### src/rtl/mul_hilo_ctrl_if.sv
// Request/response channel between the EX stage (master) and the HI/LO multiply sequencer (slave).
interface mul_hilo_ctrl_if;
  logic        req_valid;
  logic        req_ready;
  logic [3:0]  req_op;
  logic [31:0] req_a;
  logic [31:0] req_b;
  logic        resp_valid;
  logic [31:0] resp_data;

  modport master (
    output req_valid, req_op, req_a, req_b,
    input  req_ready, resp_valid, resp_data
  );

  modport slave (
    input  req_valid, req_op, req_a, req_b,
    output req_ready, resp_valid, resp_data
  );
endinterface

### src/rtl/mul_hilo_ctrl.sv
// Single-outstanding sequencer for the pipelined multiplier; owns the architectural HI/LO pair.
// Multiply-accumulate ops (MADD/MADDU/MSUB/MSUBU) are built only when MUL_ACCUM_EN is defined.
module mul_hilo_ctrl #(
  parameter int unsigned MUL_LAT = 1
) (
  input  logic           clk,
  input  logic           reset,
  mul_hilo_ctrl_if.slave req,
  input  logic           flush,
  output logic           mul_start,
  output logic           mul_sign,
  output logic [31:0]    mul_a,
  output logic [31:0]    mul_b,
  input  logic [63:0]    mul_result,
  output logic [31:0]    hi,
  output logic [31:0]    lo,
  output logic           busy
);

  localparam int unsigned CNT_W = $clog2(MUL_LAT + 1);

  localparam logic [3:0] OP_MULT  = 4'd0;
  localparam logic [3:0] OP_MULTU = 4'd1;
  localparam logic [3:0] OP_MUL   = 4'd2;
  localparam logic [3:0] OP_MTHI  = 4'd7;
  localparam logic [3:0] OP_MTLO  = 4'd8;
  localparam logic [3:0] OP_MFHI  = 4'd9;
  localparam logic [3:0] OP_MFLO  = 4'd10;

`ifdef MUL_ACCUM_EN
  localparam logic [3:0] OP_MADD  = 4'd3;
  localparam logic [3:0] OP_MSUB  = 4'd5;
  localparam logic [3:0] OP_MSUBU = 4'd6;

  typedef enum logic [1:0] {
    ST_IDLE = 2'd0,
    ST_WAIT = 2'd1,
    ST_ACC  = 2'd2
  } state_t;
`else
  typedef enum logic [1:0] {
    ST_IDLE = 2'd0,
    ST_WAIT = 2'd1
  } state_t;
`endif

  state_t             state_r;
  logic [CNT_W-1:0]   cnt_r;
  logic [3:0]         op_r;
  logic [31:0]        hi_r;
  logic [31:0]        lo_r;
  logic [31:0]        mul_a_r;
  logic [31:0]        mul_b_r;
  logic               mul_sign_r;
  logic               mul_start_r;
  logic               resp_valid_r;
  logic [31:0]        resp_data_r;
`ifdef MUL_ACCUM_EN
  logic [63:0]        prod_r;
`endif

  function automatic logic is_mul_op(input logic [3:0] op);
`ifdef MUL_ACCUM_EN
    return (op <= OP_MSUBU);
`else
    return (op <= OP_MUL);
`endif
  endfunction

  function automatic logic is_signed_op(input logic [3:0] op);
    logic s;
    s = (op == OP_MULT) || (op == OP_MUL);
`ifdef MUL_ACCUM_EN
    s = s || (op == OP_MADD) || (op == OP_MSUB);
`endif
    return s;
  endfunction

  assign req.req_ready  = (state_r == ST_IDLE) && !flush && !reset;
  assign req.resp_valid = resp_valid_r;
  assign req.resp_data  = resp_data_r;
  assign mul_start      = mul_start_r;
  assign mul_sign       = mul_sign_r;
  assign mul_a          = mul_a_r;
  assign mul_b          = mul_b_r;
  assign hi             = hi_r;
  assign lo             = lo_r;
  assign busy           = (state_r != ST_IDLE);

  // Sequencer FSM: op accept, latency count, product capture and HI/LO update.
  always_ff @(posedge clk) begin
    if (reset) begin
      state_r      <= ST_IDLE;
      cnt_r        <= CNT_W'(0);
      op_r         <= 4'd0;
      hi_r         <= 32'd0;
      lo_r         <= 32'd0;
      mul_a_r      <= 32'd0;
      mul_b_r      <= 32'd0;
      mul_sign_r   <= 1'b0;
      mul_start_r  <= 1'b0;
      resp_valid_r <= 1'b0;
      resp_data_r  <= 32'd0;
`ifdef MUL_ACCUM_EN
      prod_r       <= 64'd0;
`endif
    end else begin
      mul_start_r  <= 1'b0;
      resp_valid_r <= 1'b0;
      if (flush) begin
        // Abort whatever is in flight; operands stay as they were.
        state_r <= ST_IDLE;
      end else begin
        case (state_r)
          ST_IDLE: begin
            if (req.req_valid) begin
              case (req.req_op)
                OP_MTHI: hi_r <= req.req_a;
                OP_MTLO: lo_r <= req.req_a;
                OP_MFHI: begin
                  resp_data_r  <= hi_r;
                  resp_valid_r <= 1'b1;
                end
                OP_MFLO: begin
                  resp_data_r  <= lo_r;
                  resp_valid_r <= 1'b1;
                end
                default: begin
                  if (is_mul_op(req.req_op)) begin
                    op_r        <= req.req_op;
                    mul_a_r     <= req.req_a;
                    mul_b_r     <= req.req_b;
                    mul_sign_r  <= is_signed_op(req.req_op);
                    mul_start_r <= 1'b1;
                    cnt_r       <= CNT_W'(MUL_LAT);
                    state_r     <= ST_WAIT;
                  end else begin
                    state_r <= ST_IDLE;
                  end
                end
              endcase
            end else begin
              state_r <= ST_IDLE;
            end
          end

          ST_WAIT: begin
            if (cnt_r == CNT_W'(0)) begin
              case (op_r)
                OP_MULT, OP_MULTU: begin
                  {hi_r, lo_r} <= mul_result;
                  state_r      <= ST_IDLE;
                end
                OP_MUL: begin
                  resp_data_r  <= mul_result[31:0];
                  resp_valid_r <= 1'b1;
                  state_r      <= ST_IDLE;
                end
`ifdef MUL_ACCUM_EN
                default: begin
                  // Register the product so the 64-bit accumulate sits in its own cycle.
                  prod_r  <= mul_result;
                  state_r <= ST_ACC;
                end
`else
                default: state_r <= ST_IDLE;
`endif
              endcase
            end else begin
              cnt_r <= cnt_r - CNT_W'(1);
            end
          end

`ifdef MUL_ACCUM_EN
          ST_ACC: begin
            if ((op_r == OP_MSUB) || (op_r == OP_MSUBU)) begin
              {hi_r, lo_r} <= {hi_r, lo_r} - prod_r;
            end else begin
              {hi_r, lo_r} <= {hi_r, lo_r} + prod_r;
            end
            state_r <= ST_IDLE;
          end
`endif

          default: state_r <= ST_IDLE;
        endcase
      end
    end
  end

endmodule

### src/flat_wrapper.sv
// flat-port wrapper written by rule: the top's interface ports become plain ports
module mul_hilo_ctrl_flat 
#(
  parameter int unsigned MUL_LAT = 1
)
  (clk, reset, flush, mul_start, mul_sign, mul_a, mul_b, mul_result, hi, lo, busy, req_req_valid, req_req_op, req_req_a, req_req_b, req_req_ready, req_resp_valid, req_resp_data);
  mul_hilo_ctrl_if req_i ();
  input  logic clk;
  input  logic reset;
  input  logic flush;
  output logic mul_start;
  output logic mul_sign;
  output logic [31:0] mul_a;
  output logic [31:0] mul_b;
  input  logic [63:0] mul_result;
  output logic [31:0] hi;
  output logic [31:0] lo;
  output logic busy;
  input wire logic [$bits(req_i.req_valid)-1:0] req_req_valid;
  input wire logic [$bits(req_i.req_op)-1:0] req_req_op;
  input wire logic [$bits(req_i.req_a)-1:0] req_req_a;
  input wire logic [$bits(req_i.req_b)-1:0] req_req_b;
  output wire logic [$bits(req_i.req_ready)-1:0] req_req_ready;
  output wire logic [$bits(req_i.resp_valid)-1:0] req_resp_valid;
  output wire logic [$bits(req_i.resp_data)-1:0] req_resp_data;
  assign req_i.req_valid = req_req_valid;
  assign req_i.req_op = req_req_op;
  assign req_i.req_a = req_req_a;
  assign req_i.req_b = req_req_b;
  assign req_req_ready = req_i.req_ready;
  assign req_resp_valid = req_i.resp_valid;
  assign req_resp_data = req_i.resp_data;
  mul_hilo_ctrl #(.MUL_LAT(MUL_LAT)) u_core (.clk(clk), .reset(reset), .req(req_i), .flush(flush), .mul_start(mul_start), .mul_sign(mul_sign), .mul_a(mul_a), .mul_b(mul_b), .mul_result(mul_result), .hi(hi), .lo(lo), .busy(busy));
endmodule
### config.mk
export PLATFORM = sky130hd
export DESIGN_NAME = mul_hilo_ctrl_flat
export DESIGN_NICKNAME = d
export VERILOG_FILES = /design/src/rtl/mul_hilo_ctrl_if.sv /design/src/rtl/mul_hilo_ctrl.sv /design/src/flat_wrapper.sv
export SDC_FILE = /design/constraint.sdc
export NUM_CORES = 1
export LEC_CHECK = 0
export ABC_AREA = 1
export BUFFER_PORTS_ARGS = -buffer_cell sky130_fd_sc_hd__buf_4
export CORE_ASPECT_RATIO = 0.75
export CORE_MARGIN = 2
export CORE_UTILIZATION = 50
export DETAILED_ROUTE_END_ITERATION = 16
export PLACE_DENSITY = 0.93
export RECOVER_POWER = 25
export SYNTH_ARGS = -nofsm -noshare
export SYNTH_HDL_FRONTEND = slang
export SYNTH_SLANG_ARGS = --single-unit
### constraint.sdc
create_clock -name clk -period 2 [get_ports clk]
set_clock_uncertainty 0.1 [all_clocks]
set_input_delay 0.2 -clock clk [delete_from_list [all_inputs] [get_ports clk]]
set_output_delay 0.2 -clock clk [all_outputs]
set_load 0.005 [all_outputs]
==> metrics <==
outcome complete, no violations; Die Area about 17,000 µm²; initial cell density of the core between 50% and 60%; final setup TNS 0 ps; Root Driver clkbuf_16; CTS clk-pin slew, worst paths roughly 70 ps; Clock power frac a little over two fifths; Initial DRC Count around 690; Rel. slew slack a little under half; cell count after synthesis between 1,000 and 1,500; postcts setup bufs 0; most common cell after layout, fill and taps aside nand2_1; post-route ant nets 0; CORE AREA approximately 15,000 µm²; IO Pins between 300 and 400; Final min period 1930 ps; DRT Wirelength 27,900 µm; CTS sink count around 170; final hold slack ~17 ps; Max Freq approximately 0.52 GHz; Crit path arrival time ~2100 ps; Worst Tran Pin Value around 800 ps; switching pwr around 1900 µW; grt total ovfl 0; cell taking the most area after synthesis dfxtp_1; commonest non-fill, non-tap cells in the layout 338 x nand2_1, 328 x nor2_1, 235 x buf_4; Slew Limit Fails 0; via count 9,364; worst skew pair latency around 420 ps; Placement Rows 39; max_cap viols 0; Max Used Layer met4; routability cong. 0.866; M1 WL 10,900 µm; synth warn 0; CTS tree done; Nets ~1,700; Int Power between 5000 and 6000 µW; CTS buffer count 17; Yosys cell types 25; final worst-path cycle share 96.5%; Hold Path Cell Cnt 5; layout cells sized above 1 between 20% and 30%; Seq/Total Area, Yosys between 40% and 50%; Synth Net Count 1,401; peak supply drop between 0.0006 and 0.0007 V; Required @ worst endpoint approximately 2200 ps; P&R area growth vs syn 43.8%; Crit Path Class reg2reg; pin count of the biggest net entering global routing 89; Via density 5.17; Synth area leaders dfxtp_1 43%, nand2_1 16%, nor2_1 15%; CTS H-Tree Depth 4; Die W between 100 and 150 µm; Yosys top cell area share roughly 43%; pwr/cell area just under 700 nW/µm²; final design utilization roughly 74%; I/O Buffers 300; met2 WL post-DR roughly 13,000 µm; RSZ-0062 raised after global routing no; routed len/inst between 15 and 20 µm; crit path capture type flop; #FFs+latches synth around 170; first-pass GRT wire length 43,400 µm; setup ws final about 70 ps; Leakage roughly 0.0060 µW; vias in the first global route between 9,000 and 10,000; die height between 100 and 150 µm; drt drc 0; Crit Path Max Fanout 17; dpl ws between 200 and 250 ps; CP startpoint kind flop; HPWL after DPL around 18,000 µm; total track usage 32.1%; WL met3 roughly 2700 µm; sw frac 24.4%; clock buffer depth 2; Finish-stage setup viols 0; Fin. Hold Viols 0; part of the power in registers a little under half; worst reg2reg path depth 8; diode count 0; Mapped Area 7950 µm²; initial antenna violation count 0; DRT Pass-1 Iters 5; Min-Delay Path Class in2reg; Comb power frac 12.9%; Mapped Avg Cell Area between 6 and 7 µm²
[stage by stage]
stage / instance area (µm²) / std cells / total power [µW]
after floorplan: 7950 / 1265 / 3980
after global placement: 10300 / 1715 / 4430
after detailed placement: 10300 / 1715 / 4450
after CTS: 11500 / 1810 / 7700
after global routing: 11400 / 1810 / 7980
final: 11400 / 1810 / 7720
[what timing repair did]
action                     CTS  global route
hold buffers                65             0
gates resized for setup      0             1
setup endpoints to repair    0             1
hold endpoints to repair    68             0
[registers in the layout, summed over array words and instances, names as in the netlist, 4 cells and up]
name,flops
u_core.hi,32
u_core.req.resp_data,32
u_core.lo,32
u_core.mul_b,32
u_core.mul_a,32
u_core.op_r,4
[power groups by stage]
stage               clock, µW  combinational [µW]  sequential [µW]
floorplan                   0                 397             3580
global placement            0                 850             3570
detailed placement          0                 870             3580
CTS                      3210                 982             3500
global route             3370                1090             3510
finish                   3210                 999             3510
[worst paths after layout]
path                                  start                             to  slack [ps]
max          u_core.state_r[0]$_SDFFE_PP0P_  u_core.mul_a[30]$_SDFFE_PP0P_          70
min                          mul_result[32]      u_core.hi[0]$_SDFFE_PP0P_          20
max reg2reg  u_core.state_r[0]$_SDFFE_PP0P_  u_core.mul_a[30]$_SDFFE_PP0P_          70
min reg2reg     u_core.op_r[2]$_SDFFE_PP0P_    u_core.op_r[2]$_SDFFE_PP0P_         340
[per-layer routing]
layer | global-route usage [%] | vias up
met4 | 14.7 | 0
met2 | 56.5 | 513
met5 | 0 | -
met3 | 8.95 | 77
li1 | - | 4486
met1 | 36.2 | 4288
[critical path: stages, from the launching register on]
cell	delay, ps
dfxtp_4	400
inv_4	110
nand2_4	90
nand2_4	80
inv_2	80
nand3_2	290
buf_4	340
o21ai_0	250
nor2_1	80
[cell families (layout without fill, tap and decap cells)]
family,Yosys count,in the layout,share of synthesized area [%]
and+or+nand+nor,743,743,37.4
AOI/OAI and AO/OA,136,136,8.61
buffers and inverters,217,557,11.5
DFF,169,169,42.6
[layout make-up]
type,instances,area (µm²)
fillers,1103,3940
multi-input cells,879,3660
flip-flops and latches,169,3390
repair buffers,387,3020
inverters,140,533
clock buffers,25,507
well taps,205,256
clock inverters,5,60.1
[synth_stat cells]
library cell	n
nand4_1	1
nand2_1	338
inv_4	1
a21oi_1	4
inv_1	138
nor2_2	2
buf_4	6
nand3_4	3
o21ai_1	27
buf_2	32
inv_2	1
a211oi_1	1
nor3_4	1
nand3_2	1
o22ai_1	1
nand2_4	2
buf_6	4
o21ai_0	103
clkbuf_1	31
buf_1	3
dfxtp_1	169
nor2_1	328
clkbuf_2	1
nor2_8	1
nand3_1	66
(Power assumes the default switching activity.)
